==> src/rtl/mac_pe_param.sv <==
// Weight-stationary systolic MAC processing element with double-buffered weight, pass-through or local-accumulate sum.
// Latency: a_in to a_out 1 cycle, a_in/a_vld_in to psum_out/psum_vld 2 cycles, one sample accepted per cycle.
// Backpressure: none; the pipeline never stalls and the consumer must take every psum_vld. MAC_PE_SAT_EN enables saturation and ovf.
module mac_pe_param #(
    parameter int DATA_W = 8,
    parameter int ACC_W  = 24,
    parameter int SIGNED = 0
) (
    input  logic              clk,
    input  logic              rst,
    input  logic [DATA_W-1:0] a_in,
    input  logic              a_vld_in,
    input  logic [DATA_W-1:0] w_in,
    input  logic              w_load,
    input  logic              w_swap,
    input  logic [ACC_W-1:0]  psum_in,
    input  logic              mode,
    input  logic              acc_clr,
    output logic [DATA_W-1:0] a_out,
    output logic              a_vld_out,
    output logic [DATA_W-1:0] w_out,
    output logic [ACC_W-1:0]  psum_out,
    output logic              psum_vld,
    output logic              ovf
);

    logic [DATA_W-1:0]   shadow_w;
    logic [DATA_W-1:0]   active_w;

    logic [2*DATA_W-1:0] s1_prod;
    logic [ACC_W-1:0]    s1_psum;
    logic                s1_mode;
    logic                s1_vld;

    logic [ACC_W-1:0]    acc;

    logic [2*DATA_W-1:0]        prod_u;
    logic signed [2*DATA_W-1:0] prod_s;
    logic signed [DATA_W-1:0]   a_sgn;
    logic signed [DATA_W-1:0]   w_sgn;
    logic signed [2*DATA_W-1:0] s1_prod_sgn;
    logic [ACC_W-1:0]           prod_ext;
    logic [ACC_W-1:0]           addend;
    logic [ACC_W-1:0]           sum_res;

    assign w_out = shadow_w;

    // Activation/valid forwarding to the east neighbour, one register stage.
    always_ff @(posedge clk or negedge rst) begin
        if (!rst) begin
            a_out     <= '0;
            a_vld_out <= 1'b0;
        end else begin
            a_out     <= a_in;
            a_vld_out <= a_vld_in;
        end
    end

    // Double-buffered weight: swap always moves the pre-edge shadow, so load+swap together is safe.
    always_ff @(posedge clk or negedge rst) begin
        if (!rst) begin
            shadow_w <= '0;
            active_w <= '0;
        end else begin
            if (w_load) shadow_w <= w_in;
            if (w_swap) active_w <= shadow_w;
        end
    end

    // Multiplier: both forms are built, the parameter picks one; operands are widened before multiplying.
    always_comb begin
        a_sgn  = a_in;
        w_sgn  = active_w;
        prod_u = (2*DATA_W)'(a_in) * (2*DATA_W)'(active_w);
        prod_s = (2*DATA_W)'(a_sgn) * (2*DATA_W)'(w_sgn);
    end

    // Stage 1: operands and mode travel together so a mode change applies per sample.
    always_ff @(posedge clk or negedge rst) begin
        if (!rst) begin
            s1_prod <= '0;
            s1_psum <= '0;
            s1_mode <= 1'b0;
            s1_vld  <= 1'b0;
        end else begin
            s1_vld <= a_vld_in;
            if (a_vld_in) begin
                s1_prod <= (SIGNED != 0) ? prod_s : prod_u;
                s1_psum <= psum_in;
                s1_mode <= mode;
            end
        end
    end

    // Stage-2 operands: product extended per signedness; acc_clr turns the accumulate into clear-and-load.
    always_comb begin
        s1_prod_sgn = s1_prod;
        prod_ext    = (SIGNED != 0) ? ACC_W'(s1_prod_sgn) : ACC_W'(s1_prod);
        if (s1_mode) addend = acc_clr ? '0 : acc;
        else         addend = s1_psum;
    end

`ifdef MAC_PE_SAT_EN
    logic [ACC_W:0] sum_wide;
    logic           sat_hit;

    // Saturating adder: carry-out for unsigned, same-sign-in/different-sign-out for two's complement.
    always_comb begin
        sum_wide = {1'b0, prod_ext} + {1'b0, addend};
        sum_res  = sum_wide[ACC_W-1:0];
        sat_hit  = 1'b0;
        if (SIGNED != 0) begin
            if ((prod_ext[ACC_W-1] == addend[ACC_W-1]) && (sum_wide[ACC_W-1] != addend[ACC_W-1])) begin
                sat_hit = 1'b1;
                sum_res = addend[ACC_W-1] ? {1'b1, {(ACC_W-1){1'b0}}} : {1'b0, {(ACC_W-1){1'b1}}};
            end
        end else if (sum_wide[ACC_W]) begin
            sat_hit = 1'b1;
            sum_res = '1;
        end
    end

    // Sticky overflow: cleared by acc_clr, but a saturation on the same edge still sets it.
    always_ff @(posedge clk or negedge rst) begin
        if (!rst) ovf <= 1'b0;
        else      ovf <= (ovf & ~acc_clr) | (s1_vld & sat_hit);
    end
`else
    assign sum_res = prod_ext + addend;
    assign ovf     = 1'b0;
`endif

    // Stage 2: result register, accumulator and output valid; idle cycles hold the result.
    always_ff @(posedge clk or negedge rst) begin
        if (!rst) begin
            psum_out <= '0;
            psum_vld <= 1'b0;
            acc      <= '0;
        end else begin
            psum_vld <= s1_vld;
            if (s1_vld) psum_out <= sum_res;
            if (s1_vld && s1_mode) acc <= sum_res;
            else if (acc_clr)      acc <= '0;
        end
    end

endmodule
==> config.mk <==
export PLATFORM = sky130hd
export DESIGN_NAME = mac_pe_param
export DESIGN_NICKNAME = d
export VERILOG_FILES = /design/src/rtl/mac_pe_param.sv
export SDC_FILE = /design/constraint.sdc
export NUM_CORES = 1
export LEC_CHECK = 0
export CORE_MARGIN = 3
export CORE_UTILIZATION = 25
export CTS_BUF_LIST = sky130_fd_sc_hd__clkbuf_8
export DETAILED_ROUTE_END_ITERATION = 8
export HOLD_SLACK_MARGIN = 0.1
export PLACE_DENSITY = 0.54
export SLEW_MARGIN = 10
export SYNTH_ARGS = -nofsm -noshare
export SYNTH_HDL_FRONTEND = slang
export SYNTH_SLANG_ARGS = --single-unit
==> constraint.sdc <==
create_clock -name clk -period 5.9 [get_ports clk]
set_input_delay 1.77 -clock clk [delete_from_list [all_inputs] [get_ports clk]]
set_output_delay 1.77 -clock clk [all_outputs]
set_load 0.01 [all_outputs]
==> impl_results.html, run 1 <==
<table>
<tr><th>Metric</th><th>Value</th></tr>
<tr><th colspan="2">Run status</th></tr>
<tr><td>Result of the run</td><td>complete, no violations</td></tr>
<tr><th colspan="2">Die</th></tr>
<tr><td>Number of placement rows</td><td>64</td></tr>
<tr><td>Num ports</td><td>90</td></tr>
<tr><td>Starting utilization of the core area</td><td>25.7%</td></tr>
<tr><td>Die X-Extent</td><td>185 um</td></tr>
<tr><td>Die Y-Extent</td><td>185 um</td></tr>
<tr><td>DIE AREA</td><td>34100 sq um</td></tr>
<tr><td>Floorplan core area</td><td>31000 sq um</td></tr>
<tr><th colspan="2">CTS</th></tr>
<tr><td>CTS tree</td><td>yes</td></tr>
<tr><td>Cts hold-fix bufs</td><td>0</td></tr>
<tr><td>Number of gates resized after cts</td><td>0</td></tr>
<tr><td>Buffer count from post-CTS setup fixing</td><td>0</td></tr>
<tr><td>TritonCTS buffer count</td><td>17</td></tr>
<tr><td>H-tree level count</td><td>4</td></tr>
<tr><td>Deepest clock path buffer count</td><td>2</td></tr>
<tr><td>Clk Latency, worst-skew pair</td><td>460 ps</td></tr>
<tr><td>Root buf cell</td><td>clkbuf_8</td></tr>
<tr><td>Number of clock sinks seen by CTS</td><td>115</td></tr>
<tr><td>Clock-pin transition on the worst setup and hold timing paths</td><td>70 ps</td></tr>
<tr><th colspan="2">Placement</th></tr>
<tr><td>Port buffer count</td><td>88</td></tr>
<tr><td>Cell Count Post-Placement</td><td>1276</td></tr>
<tr><td>GP Congestion</td><td>0.846</td></tr>
<tr><td>Dpl hpwl</td><td>15.2 mm</td></tr>
<tr><td>Area after detailed placement</td><td>9390 sq um</td></tr>
<tr><th colspan="2">GRT</th></tr>
<tr><td>First-pass GRT wire length</td><td>33.2 mm</td></tr>
<tr><td>Vias in the first global route</td><td>6306</td></tr>
<tr><td>Number of antenna violations at the first check in global routing</td><td>2</td></tr>
<tr><td>GRT Overall Usage</td><td>12.3%</td></tr>
<tr><td>Congestion Overflow GR</td><td>0</td></tr>
<tr><td>Maximum number of pins on one net before global-route repair</td><td>57</td></tr>
<tr><th colspan="2">Yosys</th></tr>
<tr><td>Most used flip-flop cell after synthesis</td><td>dfrtp_1</td></tr>
<tr><td>Asr flop ratio synth</td><td>100%</td></tr>
<tr><td>Cell taking the most area after synthesis</td><td>dfrtp_1</td></tr>
<tr><td>Syn_area_per_cell</td><td>10.1 sq um</td></tr>
<tr><td>Cell Area, Synth</td><td>7980 sq um</td></tr>
<tr><td>Net count of the mapped netlist</td><td>927</td></tr>
<tr><td>Count of mapped cells out of synthesis</td><td>791</td></tr>
<tr><td>Fraction of the yosys area taken by sequential cells</td><td>36.1%</td></tr>
<tr><td>Portion of synthesized cell area occupied by the leading cell type</td><td>36.1%</td></tr>
<tr><td>Post-synth EDFFs</td><td>0</td></tr>
<tr><td>Top post-synthesis cells by area</td><td>dfrtp_1 (36%), fa_1 (9.3%), ha_1 (8.2%), mux2_2 (8.0%), and2_1 (3.9%)</td></tr>
<tr><td>Synth Warn #</td><td>0</td></tr>
<tr><td>Count of state elements after synthesis</td><td>115</td></tr>
<tr><td>Distinct cell type count after synthesis</td><td>64</td></tr>
<tr><th colspan="2">Pwr</th></tr>
<tr><td>Sequential cell fraction of total power</td><td>26.3%</td></tr>
<tr><td>Switching share of power</td><td>39.9%</td></tr>
<tr><td>Share of power burned in combinational logic</td><td>54.5%</td></tr>
<tr><td>Pwr per Cell Area</td><td>435 nW/um^2</td></tr>
<tr><td>Leakage power figure</td><td>4.38 nW</td></tr>
<tr><td>Net switching power</td><td>1.70 mW</td></tr>
<tr><td>Proportion of power drawn by the clock network</td><td>19.2%</td></tr>
<tr><td>Internal</td><td>2.57 mW</td></tr>
<tr><td>Peak ir drop on the vdd network</td><td>247 uV</td></tr>
<tr><th colspan="2">Timing</th></tr>
<tr><td>Actual slew at the worst max-slew pin</td><td>817 ps</td></tr>
<tr><td>Max-Slew Margin vs Limit</td><td>45.5%</td></tr>
<tr><td>Total of endpoints with negative setup slack in the final report</td><td>0</td></tr>
<tr><td>Worst setup skew after layout</td><td>15.4 ps</td></tr>
<tr><td>Hold Fails Final Rpt</td><td>0</td></tr>
<tr><td>Shortest clock period the worst path allows after layout</td><td>5640 ps</td></tr>
<tr><td>Highest Clock Rate</td><td>0.177 GHz</td></tr>
<tr><td>RSZ-0062 raised after global routing</td><td>no</td></tr>
<tr><td>Max Transition Viols Final</td><td>0</td></tr>
<tr><td>Post-route fraction of the period consumed by the critical path</td><td>95.6%</td></tr>
<tr><th colspan="2">Finish</th></tr>
<tr><td>Final cell count without fillers</td><td>1308</td></tr>
<tr><td>Area grow syn2layout</td><td>23.1%</td></tr>
<tr><td>Final Cell Area</td><td>9820 sq um</td></tr>
<tr><td>Filler Cells Inserted</td><td>3208</td></tr>
<tr><td>Area of combinational cells with multiple inputs</td><td>4660 sq um</td></tr>
<tr><td>Sequential Area</td><td>2880 sq um</td></tr>
<tr><td>Count of nets after finishing</td><td>1035</td></tr>
<tr><td>Ant. Diodes</td><td>0</td></tr>
<tr><td>Share of post-route cells with drive strength above 1</td><td>14.9%</td></tr>
<tr><th colspan="2">Setup path</th></tr>
<tr><td>Critical Path End Type</td><td>flop</td></tr>
<tr><td>Critical path type</td><td>in2reg</td></tr>
<tr><td>Critical Path Source Type</td><td>input pin</td></tr>
<tr><td>Critical Path AT</td><td>6000 ps</td></tr>
<tr><td>Max Fanout on Critical Path</td><td>7</td></tr>
<tr><td>Req. time, crit path</td><td>6260 ps</td></tr>
<tr><th colspan="2">Job</th></tr>
<tr><td>Max-Cap Viols</td><td>0</td></tr>
<tr><th colspan="2">Route</th></tr>
<tr><td>Via count normalized by instance count</td><td>4.60</td></tr>
<tr><td>Antenna Violating Nets Remaining</td><td>0</td></tr>
<tr><td>Detailed router's first-iteration violation count</td><td>276</td></tr>
<tr><td>Mean routed wirelength per cell</td><td>15.4 um</td></tr>
<tr><td>Vias after detailed routing</td><td>6023</td></tr>
<tr><td>Detailed-route wire length</td><td>20.2 mm</td></tr>
<tr><td>DRC Markers</td><td>0</td></tr>
<tr><td>Total iterations of the first detailed-routing run</td><td>4</td></tr>
<tr><th colspan="2">Worst hold path</th></tr>
<tr><td>Hold WC Path Type</td><td>reg2reg</td></tr>
</table>
==> registers in the layout, summed over array words and instances (netlist names) <==
signal and count:
psum_vld 1, s1_mode 1, s1_vld 1, a_out 8, active_w 8, s1_prod 16, w_out 8, psum_out 24
s1_psum 24, acc 24
==> power by group through the flow <==
| stage | Sequential (mW) | Combinational, mW | Clock (mW) |
|---|---|---|---|
| 3_5_place_dp | 1.14 | 2.34 | 0 |
| 2_1_floorplan | 1.12 | 1.62 | 0 |
| 5_1_grt | 1.15 | 2.64 | 0.881 |
| 4_1_cts | 1.13 | 2.36 | 0.848 |
| 3_3_place_gp | 1.14 | 2.32 | 0 |
| 6_report | 1.12 | 2.33 | 0.819 |
==> synth_stat cells, types with 3 or more instances <==
cell type and n:
mux2_2 57, o31ai_1 5, o211ai_1 3, nor2_1 22, a21oi_1 35, dfrtp_1 115
o21ai_0 47, ha_1 52, nor3_1 11, o2111ai_1 6, inv_1 58, nand2b_1 3
o21a_1 10, nand3_1 17, nand4_1 4, nor2b_1 23, nor4_1 3, a211o_1 5
a211oi_1 10, nand3b_1 15, nand2_1 77, a32oi_1 3, buf_6 3, clkbuf_8 3
o21bai_1 4, a32o_1 3, clkbuf_1 18, xnor2_1 18, buf_1 4, and2_1 50
fa_1 37, or3_1 7, xor2_1 9, a31oi_1 3, a21o_1 16
==> worst max-delay path: stages <==
cell	delay, ps
clkdlybuf4s50_1	520
and2_1	240
fa_1	500
fa_1	510
fa_1	550
inv_1	50
fa_1	520
inv_1	40
ha_1	310
o21a_1	130
nor2_1	50
a211oi_1	290
nor3_1	120
o21a_1	180
o31ai_1	210
==> area by class of cell <==
type	instances	share of cell area (%)
timing repair buffer	122	11.5
clock inverter	10	1.33
clock buffer	22	3.08
tap	396	5.05
inverter	59	2.26
multi-input combinational	584	47.5
sequential	115	29.3
==> cells by family (layout without fill, tap and decap cells) <==
family,after synthesis,in the layout,synth area share (%)
other cells,1,1,0.0470
compound gates,168,168,14.0
flops,115,115,36.1
xor+xnor,27,27,2.96
simple gates,241,241,15.8
fa+ha+maj,89,89,17.4
buf+inv,92,213,5.47
mux,58,58,8.17
==> through the flow <==
| stage | total power, mW | TNS [ps] | hold WS, ps | setup slack, ps | utilization, % |
|---|---|---|---|---|---|
| after global routing | 4.67 | 0 | 507 | 73.6 | 31.7 |
| after global placement | 3.45 | -1310 | 470 | -222 | 30.3 |
| after CTS | 4.33 | 0 | 492 | 254 | 31.7 |
| after floorplan | 2.74 | 0 | 433 | 455 | - |
| after detailed placement | 3.48 | -1470 | 474 | -252 | 30.3 |
| final | 4.27 | 0 | 486 | 260 | 31.7 |
==> final timing paths <==
path,start,end,slack (ps),cells past startpoint
min reg2reg,psum_out[12],psum_out[12],490,2
max in group asynchronous,rst,w_out[3],3560,2
max,a_in[2],s1_prod[15],260,15
max reg2reg,active_w[7],s1_prod[15],1610,15
min in group asynchronous,rst,psum_out[9],1400,1
min,psum_out[12],psum_out[12],490,2
==> layer usage <==
layer,track usage [%],vias to the layer above,part of all wire [%]
li1,-,2964,-
met1,16.1,2915,48
met2,20.1,119,47
met3,3.20,21,4.4
met4,3.57,4,0.98
met5,0,-,0.14
==> placed cells by master (no fill, tap or decap), drive strengths merged, types with 3 or more instances in the layout <==
| cell | count |
|---|---|
| dfrtp | 115 |
| clkdlybuf4s50 | 86 |
| nand2 | 77 |
| inv | 60 |
| mux2 | 57 |
| ha | 52 |
| and2 | 52 |
| o21ai | 47 |
| fa | 37 |
| a21oi | 36 |
| buf | 36 |
| nor2b | 23 |
| nor2 | 22 |
| clkbuf | 22 |
| xnor2 | 18 |
| nand3 | 17 |
| a21o | 17 |
| nand3b | 15 |
| nor3 | 11 |
| a211oi | 11 |
| o21a | 10 |
| xor2 | 9 |
| or3 | 7 |
| a211o | 7 |
| o2111ai | 6 |
| o31ai | 5 |
| o21bai | 4 |
| nand4 | 4 |
| a32oi | 3 |
| a32o | 3 |
| o211ai | 3 |
| a31oi | 3 |
| nand2b | 3 |
| nor4 | 3 |
| clkinvlp | 3 |
| bufinv | 3 |
| clkinv | 3 |
Power figures use the tool's default switching activity.
==> inputs of run 2 (changes only) <==
Settings changed: CORE_UTILIZATION 25 to 59, PLACE_DENSITY 0.54 to 0.95.
==> impl_results.html, run 2 (synthesis results as in run 1) <==
<table>
<tr><th>Metric</th><th>Value</th></tr>
<tr><th colspan="2">Worst hold path</th></tr>
<tr><td>Cell depth of the worst min-delay path</td><td>2</td></tr>
<tr><td>Hold Startpoint</td><td>psum_out[19]</td></tr>
<tr><td>End of the worst hold path</td><td>psum_out[19]</td></tr>
<tr><td>Hold WC Path Type</td><td>reg2reg</td></tr>
<tr><th colspan="2">GRT</th></tr>
<tr><td>First-pass GRT wire length</td><td>31.5 mm</td></tr>
<tr><td>Global route hottest layer</td><td>met2</td></tr>
<tr><td>Maximum number of pins on one net before global-route repair</td><td>74</td></tr>
<tr><td>Met2 track demand over resource in global routing</td><td>43.9%</td></tr>
<tr><td>Met3 Use GR</td><td>5.44%</td></tr>
<tr><td>GRT met1 Usage</td><td>35.9%</td></tr>
<tr><td>Congestion Overflow GR</td><td>0</td></tr>
<tr><td>Vias in the first global route</td><td>6480</td></tr>
<tr><td>GRT Overall Usage</td><td>27.0%</td></tr>
<tr><td>Number of antenna violations at the first check in global routing</td><td>0</td></tr>
<tr><th colspan="2">Timing</th></tr>
<tr><td>Post-route fraction of the period consumed by the critical path</td><td>96.3%</td></tr>
<tr><td>Highest Clock Rate</td><td>0.176 GHz</td></tr>
<tr><td>Max Transition Viols Final</td><td>0</td></tr>
<tr><td>Actual slew at the worst max-slew pin</td><td>1010 ps</td></tr>
<tr><td>Max-Slew Margin vs Limit</td><td>33.0%</td></tr>
<tr><td>Worst setup skew after layout</td><td>12.8 ps</td></tr>
<tr><td>Shortest clock period the worst path allows after layout</td><td>5680 ps</td></tr>
<tr><td>Tightest hold margin</td><td>495 ps</td></tr>
<tr><td>Post-route setup slack</td><td>217 ps</td></tr>
<tr><td>Hold Fails Final Rpt</td><td>0</td></tr>
<tr><td>Total of endpoints with negative setup slack in the final report</td><td>0</td></tr>
<tr><td>RSZ-0062 raised after global routing</td><td>no</td></tr>
<tr><th colspan="2">CTS</th></tr>
<tr><td>Clk Latency, worst-skew pair</td><td>450 ps</td></tr>
<tr><td>CTS tree</td><td>yes</td></tr>
<tr><td>Deepest clock path buffer count</td><td>2</td></tr>
<tr><td>Number of clock sinks seen by CTS</td><td>115</td></tr>
<tr><td>H-tree level count</td><td>4</td></tr>
<tr><td>TritonCTS buffer count</td><td>17</td></tr>
<tr><td>Root buf cell</td><td>clkbuf_8</td></tr>
<tr><td>Clock-pin transition on the worst setup and hold timing paths</td><td>70 ps</td></tr>
<tr><th colspan="2">Route</th></tr>
<tr><td>Vias after detailed routing</td><td>6415</td></tr>
<tr><td>Via count normalized by instance count</td><td>5.96</td></tr>
<tr><td>DRC Markers</td><td>0</td></tr>
<tr><td>Detailed-route wire length</td><td>18.6 mm</td></tr>
<tr><td>Total iterations of the first detailed-routing run</td><td>5</td></tr>
<tr><td>Antenna Violating Nets Remaining</td><td>0</td></tr>
<tr><td>Mean routed wirelength per cell</td><td>17.3 um</td></tr>
<tr><td>Detailed router's first-iteration violation count</td><td>533</td></tr>
<tr><th colspan="2">Finish</th></tr>
<tr><td>Util after Layout</td><td>73.2%</td></tr>
<tr><td>Ant. Diodes</td><td>0</td></tr>
<tr><td>Area grow syn2layout</td><td>18.7%</td></tr>
<tr><td>Count of nets after finishing</td><td>1028</td></tr>
<tr><td>Most frequent cells in the layout</td><td>dfrtp_1 (115), clkdlybuf4s50_1 (82), nand2_1 (77), inv_1 (60), mux2_2 (57)</td></tr>
<tr><td>Share of post-route cells with drive strength above 1</td><td>14.7%</td></tr>
<tr><td>Most common library cell in the layout ignoring fill and taps</td><td>dfrtp_1</td></tr>
<tr><td>Final Cell Area</td><td>9470 sq um</td></tr>
<tr><td>Filler Cells Inserted</td><td>877</td></tr>
<tr><td>Largest registers ranked by flip-flop count</td><td>acc: 24 flops, psum_out: 24 flops, s1_psum: 24 flops</td></tr>
<tr><th colspan="2">Die</th></tr>
<tr><td>Starting utilization of the core area</td><td>61.7%</td></tr>
<tr><td>Number of placement rows</td><td>41</td></tr>
<tr><td>DIE AREA</td><td>15000 sq um</td></tr>
<tr><td>Floorplan core area</td><td>12900 sq um</td></tr>
<tr><td>Die X-Extent</td><td>122 um</td></tr>
<tr><td>Num ports</td><td>90</td></tr>
<tr><td>Die Y-Extent</td><td>122 um</td></tr>
<tr><th colspan="2">Setup path</th></tr>
<tr><td>Slack of the worst reg-to-reg path</td><td>1450 ps</td></tr>
<tr><td>Critical path type</td><td>in2reg</td></tr>
<tr><td>Req. time, crit path</td><td>6250 ps</td></tr>
<tr><td>Critical Path Source Type</td><td>input pin</td></tr>
<tr><td>CP delay by family, top</td><td>adder cells</td></tr>
<tr><td>Max Fanout on Critical Path</td><td>4</td></tr>
<tr><td>Worst R2R Start</td><td>active_w[5]</td></tr>
<tr><td>Cell repeated most along the worst path</td><td>fa_1</td></tr>
<tr><td>Critical Path AT</td><td>6040 ps</td></tr>
<tr><td>Worst path max stage delay</td><td>560 ps</td></tr>
<tr><td>Buffer and inverter count on the worst path</td><td>5</td></tr>
<tr><td>Reg-to-reg critical path endpoint</td><td>s1_prod[14]</td></tr>
<tr><td>Critical Path End Type</td><td>flop</td></tr>
<tr><td>Ordered cell list for the critical path</td><td>clkdlybuf4s50_1 -&gt; and2_1 -&gt; fa_1 -&gt; fa_1 -&gt; inv_1 -&gt; fa_1 -&gt; fa_1 -&gt; inv_1 -&gt; ha_1 -&gt; buf_4 -&gt; buf_4 -&gt; nor2_1 -&gt; o21a_1 -&gt; o211ai_1 -&gt; o2111a_1 -&gt; o21a_1 -&gt; o31ai_2</td></tr>
<tr><td>Worst-path cell with the longest stage delay</td><td>fa_1</td></tr>
<tr><td>Reg2Reg Depth</td><td>15</td></tr>
<tr><th colspan="2">Pwr</th></tr>
<tr><td>Peak ir drop on the vdd network</td><td>314 uV</td></tr>
<tr><td>Leakage power figure</td><td>4.37 nW</td></tr>
<tr><td>Pwr per Cell Area</td><td>446 nW/um^2</td></tr>
<tr><td>Post-layout total power</td><td>4.23 mW</td></tr>
<tr><th colspan="2">Run status</th></tr>
<tr><td>Result of the run</td><td>complete, no violations</td></tr>
<tr><th colspan="2">Job</th></tr>
<tr><td>Max-Cap Viols</td><td>0</td></tr>
<tr><th colspan="2">Placement</th></tr>
<tr><td>Post-Place Setup Slack</td><td>-362 ps</td></tr>
<tr><td>Area after detailed placement</td><td>9050 sq um</td></tr>
<tr><td>Port buffer count</td><td>88</td></tr>
<tr><td>GP Congestion</td><td>0.964</td></tr>
<tr><td>Dpl hpwl</td><td>13.8 mm</td></tr>
</table>
## run 2: routing by layer
| metal | wire (um) | up-vias |
|---|---|---|
| met3 | 1090 | 46 |
| met4 | 469 | 0 |
| li1 | - | 2951 |
| met1 | 7900 | 3181 |
| met5 | 0 | - |
| met2 | 9140 | 237 |
## run 2: power by group
part / switching [mW] / leakage (nW) / internal, mW / total (mW)
Sequential: 0.136 / 1.41 / 0.990 / 1.13
Clock: 0.324 / 0.207 / 0.384 / 0.707
Combinational: 1.27 / 2.76 / 1.12 / 2.39
## run 2: area by class of cell
type | count | area (sq um) | share of cell area (%)
Timing Repair Buffer | 115 | 1090 | 11.5
Clock buffer | 22 | 303 | 3.20
Inverter | 59 | 221 | 2.34
Tap cell | 172 | 215 | 2.27
Multi-Input combinational cell | 584 | 4680 | 49.5
Sequential cell | 115 | 2880 | 30.4
Clock inverter | 10 | 82.6 | 0.872
## run 2: worst max-delay path by stage
| stage | startpoint | end | slack (ps) | cells after the start |
|---|---|---|---|---|
| after floorplan | a_in[1] | s1_prod[13] | 450 | 14 |
| after global placement | a_in[2] | s1_prod[13] | -190 | 16 |
| after detailed placement | a_in[2] | s1_prod[13] | -360 | 14 |
| after CTS | a_in[2] | s1_prod[13] | 100 | 14 |
| after global routing | a_in[0] | s1_prod[10] | 20 | 16 |
| final | a_in[1] | s1_prod[14] | 220 | 17 |
## run 2: metrics by stage
stage               cells  setup TNS (ps)
detailed placement   1045           -2060
CTS                  1077               0
finish               1077               0
global route         1077               0
floorplan             791               0
global placement     1045            -864
## run 2: timing repair
item                       4_1_cts  5_1_grt
hold buffers                     0        0
setup buffers                    0        0
gates resized for setup          0        8
setup endpoints to repair        0        7
## run 2: worst register-to-register path: stages (launching register included)
cell and delay (ps):
dfrtp_1 530, nand2_1 140, fa_1 500, fa_1 560, inv_1 60, fa_1 530, inv_1 50, fa_1 520
inv_1 40, ha_1 310, buf_4 150, o2111ai_1 230, o211ai_1 150, o2111a_1 200, o21a_1 180, o31ai_2 190
==> inputs of run 3 (changes only) <==
Settings changed: CORE_ASPECT_RATIO set to 0.5.
==> impl_results.html, run 3 (synthesis results as in run 1) <==
<table>
<tr><th>Metric</th><th>Value</th></tr>
<tr><th colspan="2">CTS</th></tr>
<tr><td>Root buf cell</td><td>clkbuf_8</td></tr>
<tr><td>CTS tree</td><td>yes</td></tr>
<tr><td>Cts hold-fix bufs</td><td>0</td></tr>
<tr><td>Deepest clock path buffer count</td><td>2</td></tr>
<tr><td>Buffer count from post-CTS setup fixing</td><td>0</td></tr>
<tr><td>H-tree level count</td><td>4</td></tr>
<tr><td>Number of gates resized after cts</td><td>0</td></tr>
<tr><td>Number of clock sinks seen by CTS</td><td>115</td></tr>
<tr><td>TritonCTS buffer count</td><td>17</td></tr>
<tr><td>Clock-pin transition on the worst setup and hold timing paths</td><td>80 ps</td></tr>
<tr><td>Clk Latency, worst-skew pair</td><td>440 ps</td></tr>
<tr><th colspan="2">Pwr</th></tr>
<tr><td>Post-layout total power</td><td>4.29 mW</td></tr>
<tr><td>Peak ir drop on the vdd network</td><td>241 uV</td></tr>
<tr><td>Pwr per Cell Area</td><td>452 nW/um^2</td></tr>
<tr><td>Leakage power figure</td><td>4.37 nW</td></tr>
<tr><th colspan="2">Timing</th></tr>
<tr><td>Worst setup skew after layout</td><td>13.7 ps</td></tr>
<tr><td>Max Transition Viols Final</td><td>0</td></tr>
<tr><td>Post-route fraction of the period consumed by the critical path</td><td>97.8%</td></tr>
<tr><td>Shortest clock period the worst path allows after layout</td><td>5770 ps</td></tr>
<tr><td>Total of endpoints with negative setup slack in the final report</td><td>0</td></tr>
<tr><td>Highest Clock Rate</td><td>0.173 GHz</td></tr>
<tr><td>Actual slew at the worst max-slew pin</td><td>1090 ps</td></tr>
<tr><td>Max-Slew Margin vs Limit</td><td>27.6%</td></tr>
<tr><td>Post-route setup slack</td><td>132 ps</td></tr>
<tr><td>Tightest hold margin</td><td>488 ps</td></tr>
<tr><td>Setup TNS after final layout</td><td>0 ps</td></tr>
<tr><td>Hold Fails Final Rpt</td><td>0</td></tr>
<tr><th colspan="2">Setup path</th></tr>
<tr><td>Critical Path AT</td><td>6090 ps</td></tr>
<tr><td>Critical Path End Type</td><td>flop</td></tr>
<tr><td>Worst R2R Start</td><td>active_w[7]</td></tr>
<tr><td>Req. time, crit path</td><td>6220 ps</td></tr>
<tr><td>Critical path startpoint</td><td>a_in[5]</td></tr>
<tr><td>Critical Path Source Type</td><td>input pin</td></tr>
<tr><td>Max Fanout on Critical Path</td><td>5</td></tr>
<tr><td>Critical path type</td><td>in2reg</td></tr>
<tr><th colspan="2">Finish</th></tr>
<tr><td>Final cell count without fillers</td><td>1077</td></tr>
<tr><td>Ant. Diodes</td><td>0</td></tr>
<tr><td>Filler Cells Inserted</td><td>856</td></tr>
<tr><td>Most common library cell in the layout ignoring fill and taps</td><td>dfrtp_1</td></tr>
<tr><td>Area grow syn2layout</td><td>18.9%</td></tr>
<tr><td>Most frequent cells in the layout</td><td>dfrtp_1 (115), clkdlybuf4s50_1 (83), nand2_1 (77), inv_1 (59), mux2_2 (57)</td></tr>
<tr><td>Count of nets after finishing</td><td>1032</td></tr>
<tr><td>Final Cell Area</td><td>9490 sq um</td></tr>
<tr><td>Util after Layout</td><td>73.4%</td></tr>
<tr><td>Largest registers ranked by flip-flop count</td><td>acc: 24 flops, psum_out: 24 flops, s1_psum: 24 flops</td></tr>
<tr><td>Share of post-route cells with drive strength above 1</td><td>14.8%</td></tr>
<tr><th colspan="2">Route</th></tr>
<tr><td>Via count normalized by instance count</td><td>6.00</td></tr>
<tr><td>Detailed router's first-iteration violation count</td><td>736</td></tr>
<tr><td>DRC Markers</td><td>0</td></tr>
<tr><td>Total iterations of the first detailed-routing run</td><td>5</td></tr>
<tr><td>Amount of wire on met3 after detailed routing</td><td>1.23 mm</td></tr>
<tr><td>Detailed-route wire length</td><td>19.7 mm</td></tr>
<tr><td>Routed metal-1 wire length</td><td>8.53 mm</td></tr>
<tr><td>Amount of wire on met2 after detailed routing</td><td>9.60 mm</td></tr>
<tr><td>Mean routed wirelength per cell</td><td>18.3 um</td></tr>
<tr><td>Uppermost signal routing layer after detailed routing</td><td>met4</td></tr>
<tr><td>Vias after detailed routing</td><td>6467</td></tr>
<tr><td>Antenna Violating Nets Remaining</td><td>0</td></tr>
<tr><th colspan="2">GRT</th></tr>
<tr><td>Congestion Overflow GR</td><td>0</td></tr>
<tr><td>Vias in the first global route</td><td>6618</td></tr>
<tr><td>Maximum number of pins on one net before global-route repair</td><td>85</td></tr>
<tr><td>First-pass GRT wire length</td><td>32.3 mm</td></tr>
<tr><td>GRT Overall Usage</td><td>27.0%</td></tr>
<tr><td>Number of antenna violations at the first check in global routing</td><td>0</td></tr>
<tr><th colspan="2">Placement</th></tr>
<tr><td>Post-Place Setup Slack</td><td>-310 ps</td></tr>
<tr><td>Area after detailed placement</td><td>9080 sq um</td></tr>
<tr><td>GP Congestion</td><td>0.911</td></tr>
<tr><td>Cell Count Post-Placement</td><td>1047</td></tr>
<tr><td>Dpl hpwl</td><td>14.3 mm</td></tr>
<tr><td>Port buffer count</td><td>88</td></tr>
<tr><th colspan="2">Die</th></tr>
<tr><td>Number of placement rows</td><td>29</td></tr>
<tr><td>Die X-Extent</td><td>170 um</td></tr>
<tr><td>Floorplan core area</td><td>12900 sq um</td></tr>
<tr><td>Num ports</td><td>90</td></tr>
<tr><td>Die Y-Extent</td><td>88.2 um</td></tr>
<tr><td>DIE AREA</td><td>15000 sq um</td></tr>
<tr><td>Starting utilization of the core area</td><td>61.7%</td></tr>
<tr><th colspan="2">Worst hold path</th></tr>
<tr><td>Hold WC Path Type</td><td>reg2reg</td></tr>
<tr><td>Hold Startpoint</td><td>psum_out[13]</td></tr>
<tr><th colspan="2">Job</th></tr>
<tr><td>Max-Cap Viols</td><td>0</td></tr>
<tr><th colspan="2">Run status</th></tr>
<tr><td>Result of the run</td><td>complete, no violations</td></tr>
</table>
run 3: critical path: stages:
cell and delay, ps:
clkdlybuf4s50_1 540, and2_1 230, fa_1 540, fa_1 450
fa_1 540, inv_1 50, fa_1 530, inv_1 40
ha_1 300, o21a_1 190, nor2_1 150, a211oi_2 80
nor3_1 310, xnor2_1 100, mux2_2 260
run 3: path summary, 6_finish.rpt:
check | endpoint | slack [ps] | depth (start not counted)
max | s1_prod[13] | 130 | 15
min | psum_out[13] | 490 | 2
max reg2reg | s1_prod[13] | 1460 | 15
min reg2reg | psum_out[13] | 490 | 2
max in group asynchronous | psum_out[18] | 3300 | 2
min in group asynchronous | psum_vld | 1530 | 1
run 3: routing by layer:
| metal | vias to the layer above | GRT usage [%] |
|---|---|---|
| li1 | 2951 | - |
| met1 | 3199 | 34.8 |
| met2 | 269 | 47.1 |
| met3 | 48 | 5.85 |
| met4 | 0 | 7.73 |
| met5 | - | 0 |
run 3: final cells by class:
cell class	instances	area, sq um	share of cell area (%)
sequential	115	2880	30.3
tap	170	213	2.24
inverter	59	221	2.33
multi-input combinational	584	4670	49.2
clock inverter	12	141	1.49
timing repair buffer	119	1110	11.7
clock buffer	18	248	2.61
run 3: report_power, final:
| group | internal, mW | switching, mW | total, mW | leakage [nW] |
|---|---|---|---|---|
| Sequential | 0.989 | 0.143 | 1.13 | 1.41 |
| Clock | 0.418 | 0.340 | 0.758 | 0.197 |
| Combinational | 1.11 | 1.28 | 2.40 | 2.77 |
| Total | 2.52 | 1.76 | 4.29 | 4.37 |
